**src/rtl/dmem_arbiter.sv**
```systemverilog
// dmem_arbiter: shares a single-port, 1-cycle-read data memory between the
// pipeline MEM stage (cpu) and a debug/loader port (dbg). The cpu normally
// wins. A burst counter bounds how long a pending dbg request can starve.
// Accepted commands are registered onto the memory pins. A 2-stage owner-tag
// pipeline steers read data and error responses back to the requester.
module dmem_arbiter #(
   parameter int DEPTH         = 64,
   parameter int MAX_CPU_BURST = 4
) (
   input  logic        clk,
   input  logic        rst,
   // cpu port
   input  logic        cpu_req,
   input  logic        cpu_we,
   input  logic [31:0] cpu_addr,
   input  logic [31:0] cpu_wdata,
   output logic        cpu_gnt,
   output logic        cpu_stall,
   output logic        cpu_rvalid,
   output logic [31:0] cpu_rdata,
   output logic        cpu_err,
   // debug port
   input  logic        dbg_req,
   input  logic        dbg_we,
   input  logic [31:0] dbg_addr,
   input  logic [31:0] dbg_wdata,
   output logic        dbg_gnt,
   output logic        dbg_rvalid,
   output logic [31:0] dbg_rdata,
   output logic        dbg_err,
   // memory pins
   output logic        mem_WE,
   output logic        mem_RE,
   output logic [31:0] mem_A,
   output logic [31:0] mem_WD,
   input  logic [31:0] mem_RD
);

   localparam int               CNT_W     = $clog2(MAX_CPU_BURST + 1);
   localparam logic [CNT_W-1:0] CNT_MAX   = CNT_W'(MAX_CPU_BURST);
   localparam logic [29:0]      DEPTH_IDX = 30'(DEPTH);

   // Index 0 is the cpu port, index 1 is the dbg port.
   localparam int NPORT = 2;

   typedef struct packed {
      logic valid;   // an access was accepted in this slot
      logic port;    // 0 = cpu, 1 = dbg
      logic isread;  // read access (only reads return data)
      logic err;     // access was rejected at accept time
   } tag_t;

   // Per-port views of the request inputs
   logic [31:0] addr_a      [NPORT];
   logic        addr_err_a  [NPORT];
   logic        rvalid_a    [NPORT];
   logic        rerr_a      [NPORT];
   logic [31:0] rdata_a     [NPORT];
   logic [31:0] rdata_hold_reg [NPORT];

   // Arbitration state
   logic [CNT_W-1:0] cnt_reg, cnt_next;
   logic             cpu_gnt_w, dbg_gnt_w;

   // Accept-side selected command
   logic        accept;
   logic        sel_dbg;
   logic        sel_we;
   logic        sel_err;
   logic [31:0] sel_addr;
   logic [31:0] sel_wdata;
   tag_t        tag_next;

   // Memory-pin registers and owner-tag pipeline
   logic        mem_we_reg, mem_re_reg;
   logic [31:0] mem_a_reg, mem_wd_reg;
   tag_t        tag_reg [2];

   assign addr_a[0] = cpu_addr;
   assign addr_a[1] = dbg_addr;

   // Range and alignment check per port: misaligned or beyond the last word
   // is rejected; high addresses never alias back into the array.
   generate
      for (genvar gi = 0; gi < NPORT; gi++) begin : g_addr_chk
         assign addr_err_a[gi] = (addr_a[gi][1:0] != 2'b00) ||
                                 (addr_a[gi][31:2] >= DEPTH_IDX);
      end
   endgenerate

   // Grant decision: cpu by default, dbg once the cpu has used up its burst
   // allowance while dbg was waiting. No grants while in reset so that a
   // requester never sees an accept that gets thrown away.
   always_comb begin
      cpu_gnt_w = 1'b0;
      dbg_gnt_w = 1'b0;
      if (!rst) begin
         cpu_gnt_w = cpu_req && !(dbg_req && (cnt_reg == CNT_MAX));
         dbg_gnt_w = dbg_req && !cpu_gnt_w;
      end
   end

   assign cpu_gnt   = cpu_gnt_w;
   assign dbg_gnt   = dbg_gnt_w;
   assign cpu_stall = cpu_req & ~cpu_gnt_w;

   // Burst counter next state: count cpu wins against a waiting dbg request,
   // clear once dbg is served or stops asking.
   always_comb begin
      cnt_next = cnt_reg;
      if (cpu_gnt_w && dbg_req) begin
         cnt_next = (cnt_reg == CNT_MAX) ? CNT_MAX : cnt_reg + CNT_W'(1);
      end else if (dbg_gnt_w || !dbg_req) begin
         cnt_next = '0;
      end
   end

   // Burst counter register
   always_ff @(posedge clk) begin
      if (rst) cnt_reg <= '0;
      else     cnt_reg <= cnt_next;
   end

   // Select the winning command and build its owner tag
   always_comb begin
      accept    = cpu_gnt_w | dbg_gnt_w;
      sel_dbg   = dbg_gnt_w;
      sel_we    = sel_dbg ? dbg_we        : cpu_we;
      sel_addr  = sel_dbg ? dbg_addr      : cpu_addr;
      sel_wdata = sel_dbg ? dbg_wdata     : cpu_wdata;
      sel_err   = sel_dbg ? addr_err_a[1] : addr_err_a[0];
      tag_next  = '{valid: accept, port: sel_dbg, isread: ~sel_we, err: sel_err};
   end

   // Memory command registers: one-cycle strobes, address/data held when idle
   // or when the accepted access was rejected.
   always_ff @(posedge clk) begin
      if (rst) begin
         mem_we_reg <= 1'b0;
         mem_re_reg <= 1'b0;
         mem_a_reg  <= '0;
         mem_wd_reg <= '0;
      end else begin
         mem_we_reg <= accept & ~sel_err &  sel_we;
         mem_re_reg <= accept & ~sel_err & ~sel_we;
         if (accept && !sel_err) begin
            mem_a_reg  <= sel_addr;
            mem_wd_reg <= sel_wdata;
         end
      end
   end

   assign mem_WE = mem_we_reg;
   assign mem_RE = mem_re_reg;
   assign mem_A  = mem_a_reg;
   assign mem_WD = mem_wd_reg;

   // Owner-tag shift register: stage 0 lines up with the memory command,
   // stage 1 lines up with mem_RD.
   always_ff @(posedge clk) begin
      if (rst) begin
         tag_reg[0] <= '0;
         tag_reg[1] <= '0;
      end else begin
         tag_reg[0] <= tag_next;
         tag_reg[1] <= tag_reg[0];
      end
   end

   // Response steering per port. The port that owns the returning read sees
   // mem_RD directly; the other port keeps showing its last delivered word.
   generate
      for (genvar gi = 0; gi < NPORT; gi++) begin : g_resp
         logic owner;
         assign owner        = tag_reg[1].valid && (tag_reg[1].port == 1'(gi));
         assign rvalid_a[gi] = owner && tag_reg[1].isread && !tag_reg[1].err;
         assign rerr_a[gi]   = owner && tag_reg[1].err;
         assign rdata_a[gi]  = rvalid_a[gi] ? mem_RD : rdata_hold_reg[gi];

         // Remember the last word delivered to this port
         always_ff @(posedge clk) begin
            if (rst)               rdata_hold_reg[gi] <= '0;
            else if (rvalid_a[gi]) rdata_hold_reg[gi] <= mem_RD;
         end
      end
   endgenerate

   assign cpu_rvalid = rvalid_a[0];
   assign cpu_err    = rerr_a[0];
   assign cpu_rdata  = rdata_a[0];
   assign dbg_rvalid = rvalid_a[1];
   assign dbg_err    = rerr_a[1];
   assign dbg_rdata  = rdata_a[1];

endmodule

```
**config.mk**
```make
export PLATFORM = sky130hd
export DESIGN_NAME = dmem_arbiter
export DESIGN_NICKNAME = d
export VERILOG_FILES = /design/src/rtl/dmem_arbiter.sv
export SDC_FILE = /design/constraint.sdc
export NUM_CORES = 1
export LEC_CHECK = 0
export BUFFER_PORTS_ARGS = -buffer_cell sky130_fd_sc_hd__buf_4
export CORE_MARGIN = 5
export CORE_UTILIZATION = 40
export CTS_CLUSTER_DIAMETER = 60
export DETAILED_ROUTE_END_ITERATION = 16
export PLACE_DENSITY_LB_ADDON = 0.1
export SLEW_MARGIN = 20
export SYNTH_ARGS = -nofsm -noshare
export SYNTH_HDL_FRONTEND = slang
export SYNTH_SLANG_ARGS = --single-unit
```
**constraint.sdc**
```tcl
create_clock -name clk -period 2.8 [get_ports clk]
set_input_delay 0.14 -clock clk [delete_from_list [all_inputs] [get_ports clk]]
set_output_delay 0.14 -clock clk [all_outputs]
set_load 0.01 [all_outputs]
```
# --- Word level (Yosys, flattened, before mapping) ---
# Memories as Yosys holds them, arrays and structs flattened.
# Index checks and enable logic that the tools add are counted.
op_classes:
  addsub: 1
  order_cmp: 2
  n_eq_ne: 1
  muxes: 24
  bitwise: 13
  reduce_logical: 24
op_table:
  columns: ["cell", "n"]
  rows:
  - ["32-bit two-way mux", 6]
  - ["30-bit by 7-bit >= comparator with 1-bit output (second input constant)", 2]
  - ["1-bit logical AND", 13]
  - ["1-bit two-way mux", 13]
  - ["3-bit two-way mux", 3]
  - ["4-bit two-way mux", 2]
  - ["2-bit nonzero test", 3]
  - ["1-bit logical NOT", 5]
  - ["1-bit OR", 5]
  - ["1-bit bitwise AND", 4]
  - ["1-bit inverter", 4]
  - ["3-bit by 1-bit adder with 3-bit output (second input constant)", 1]
  - ["3-bit == test (second input constant)", 1]
  - ["1-bit logical OR", 3]
totals:
  regBits: 69
  mem_bits_rw: 72
  in_bits: 166
  out_inout_bits: 137
  wordCells: 72
  memories: 2
mem_list:
  columns: ["memory", "depth", "word_bits", "rd", "rd_clocked_by_memory_dff", "write_ports", "line", "text"]
  rows:
  - ["rdata_hold_reg", 2, 32, 2, 0, 2, "59", "logic [31:0] rdata_hold_reg [NPORT];"]
  - ["tag_reg", 2, 4, 2, 0, 2, "77", "tag_t tag_reg [2];"]

# --- Longest topological paths before layout ---
depth:
  ltp_word: 11
  mapped_depth: 10
  ltp_nobuf: 8

# --- Least setup slack after synthesis ---
# No wires, ideal clock.
synth_path:
  kind: "flip-flop to flip-flop"
  from: "memory tag_reg[0][7] (netlist bit)"
  to: "memory rdata_hold_reg[0][0] (enable)"
  setup_ns: 0.375
  arrival_time_ns: 1.845
  required_time_ns: 2.425
  slack_ns: 0.581
  path_stages_with_launch: 5
  n_path_buf: 1
  synth_period_minus_slack_ns: 2.219
  cell_sequence: "dfxtp_1 nand2_1 nor3_1 clkbuf_1 or2_2"
synth_rtl:
  columns: ["element", "line"]
  rows:
  - ["start: declaration", "77"]
  - ["end: declaration", "59"]

==> results.md <==
- Run status: completed
- Worst path max stage delay: 400 ps
- Critical path class: register to output pin
- Slew @ Worst Pin: 884.8 ps
- Number of synthesized flops with an enable pin: 64
- Max-cap violations: 0
- Max H-tree Level: 4
- Final WL: 19.32 mm
- Hold depth: 2
- Wirelength per Cell: 18.48 um
- Pre-Repair DR Iteration Count: 4
- Ys async rst share: 0%
- WP data arrival: 2200 ps
- Die Area: 18,520 um^2
- TNS Setup: 0 ps
- DR DRC count: 0
- Setup Skew: 7.051 ps
- Crit end category: output pin
- CTS Hold Bufs: 0
- GR Util All Layers: 20.65%
- Die width: 136.1 um
- Worst EP required: 2660 ps
- Worst setup path startpoint: tag_reg[0][7]$_SDFF_PP0_
- Pwr Total: 5.124 mW
- Clock slew at reported path FFs: 60 ps
- Area Overhead vs Synth: 49.91%
- FP Rows: 46
- CTS Buf Count: 17
- Synth cell types: 36
- First-pass GRT wire length: 29.50 mm
- Most common cell in the netlist: and2_1
- CORE AREA: 15,710 um^2
- Antenna Cells: 0
- Mapped Area: 6357 um^2
- Sequential fraction of the synthesis area: 54.48%
- CTS max path bufs: 2
- Crit path cell chain: nand2_1, nor2_1, nand2_2, buf_4, mux2_2, buf_4
- Pin count of the biggest net entering global routing: 39
- Fin nets: 984
- Hold WC Path Type: primary input to register
- Via density: 4.966
- Global route overflow: 0
- Die Span Y: 136.1 um
- Synthesized netlist net count: 686
- FF-to-FF End: mem_WD[20]$_SDFFE_PP0P_
- Worst-skew pair later-pin latency: 410 ps
- Detail Placement HPWL: 14.61 mm
- Mapped Cells: 518
- Fin. max-slew vios: 0
- Max reg flops: 64
- Critical path startpoint category: register
- Final setup fails: 0
- R2R setup slack: 500 ps
- Via count: 5,189
- VDD IR max: 0.4604 mV
- 1st-iter DRT viols: 148
- Synth area leader: edfxtp_1
- RePlAce Congestion: 0.8327
- Post-synth top area share: 30.23%
- Final worst path period need: 2339 ps
- TritonCTS clock tree: yes
- Register-to-Register Path Depth: 8
- Yosys reg bits: 141
- Slew HR: 41.01%
- Layout cells sized above 1: 53.32%
- Main synth FF type: dfxtp_1
- Post-synth top cells: and2_1, dfxtp_1, edfxtp_1, mux2_2, mux2i_1
- Yosys Warn Count: 0
- Cell Pwr Density: 537.7 nW/um^2
- Top achievable clock speed: 0.4276 GHz
- Most frequent CP cell: buf_4
- Reg2reg start: cnt_reg[0]$_SDFFE_PP0P_
- Initial antenna violation count: 0
- Final hold viol count: 0
- # clock sinks: 141
- Port Buffer Count: 302
- Top Ports: 303
- Vias in the first global route: 5,456
- Min-Delay Startpoint: dbg_req
- Period utilisation layout: 83.53%
- Antenna-violating nets left: 0
- Pre-CTS WS: 402.0 ps
- Slack of the critical path: 461.2 ps
- Syn_area_per_cell: 12.27 um^2
- Clock root buffer: clkbuf_16
- Max FO, Critical Path: 22
- Initial Utilization: 40.46%
- RSZ-0062 raised after global routing: no
- Post-layout util: 60.65%
- Hold endpoint: cnt_reg[1]$_SDFFE_PP0P_
- Lkg Pwr: 4.345 nW
- Setup Buffers After CTS: 0
- Slowest-stage cell, CP: buf_4
- Post-CTS sizing: 0
- Synth top area cells: edfxtp_1, dfxtp_1, mux2_2, and2_1, mux2i_1
[through the flow]
| step | hold slack (ps) | cells | area (um^2) |
|---|---|---|---|
| 5_1_grt | 28.56 | 1045 | 9530 |
| 3_3_place_gp | 412.1 | 1013 | 8853 |
| 3_5_place_dp | 427.9 | 1013 | 8853 |
| 4_1_cts | 1.374 | 1045 | 9524 |
| 2_1_floorplan | 285.9 | 518 | 6357 |
| 6_report | 21.88 | 1045 | 9530 |
[logic make-up after synthesis]
family	after synthesis	synth area share, %
buf+inv	44	3.267
fa+ha+maj	2	0.3936
compound gates	45	7.322
mux	104	17.63
flops	141	54.48
simple gates	182	16.91
[power breakdown]
part           switching [mW]  internal [mW]
Combinational           0.199          0.267
Clock                   0.826           1.63
Sequential             0.0130           2.19
[metal layers]
layer	wire [um]	GRT usage, %
met5	0	0
met3	1509	6.292
met2	9783	35.58
met4	331	6.607
met1	7690	24.68
[layout make-up]
cell class	instances	area [um^2]
multi-input cells	333	2728
clock buffers	27	588.1
repair buffers	316	2372
clock inverters	5	82.58
well taps	216	270.3
fillers	1330	6182
inverters	7	26.28
flip-flops and latches	141	3463
[worst max-delay path, delay by kind of cell, from the launching register on]
family | cells | cell delay [ps]
buf+inv | 2 | 550
mux | 1 | 400
flops | 1 | 320
simple gates | 3 | 530
[worst max-delay path by stage]
stage / to / slack (ps) / depth (start not counted)
6_report: dbg_rdata[12] / 460 / 6
5_1_grt: mem_WD[0]$_SDFFE_PP0P_ / 270 / 8
4_1_cts: mem_A[9]$_SDFFE_PP0P_ / 380 / 7
3_5_place_dp: mem_A[9]$_SDFFE_PP0P_ / 400 / 7
3_3_place_gp: mem_A[15]$_SDFFE_PP0P_ / 540 / 7
2_1_floorplan: rdata_hold_reg[0][0]$_SDFFCE_PN0P_ / 580 / 4
[placed cells by master, fill, tap and decap left out, types with 2 or more instances in the layout]
cell,count
buf_4,316
and2_1,91
dfxtp_1,77
mux2_2,64
edfxtp_1,64
mux2i_1,40
nor3_1,38
clkbuf_16,21
a211oi_2,20
a211oi_1,19
nor4_1,14
nor2_1,9
inv_1,7
nor2b_1,5
clkbuf_8,4
nand2_1,3
or2_2,2
and3_1,2
nand3_1,2
nand4_1,2
nor4b_1,2
ha_1,2
bufinv_16,2
clkbuf_1,2
Note: power is estimated with default switching activity, not from simulation.
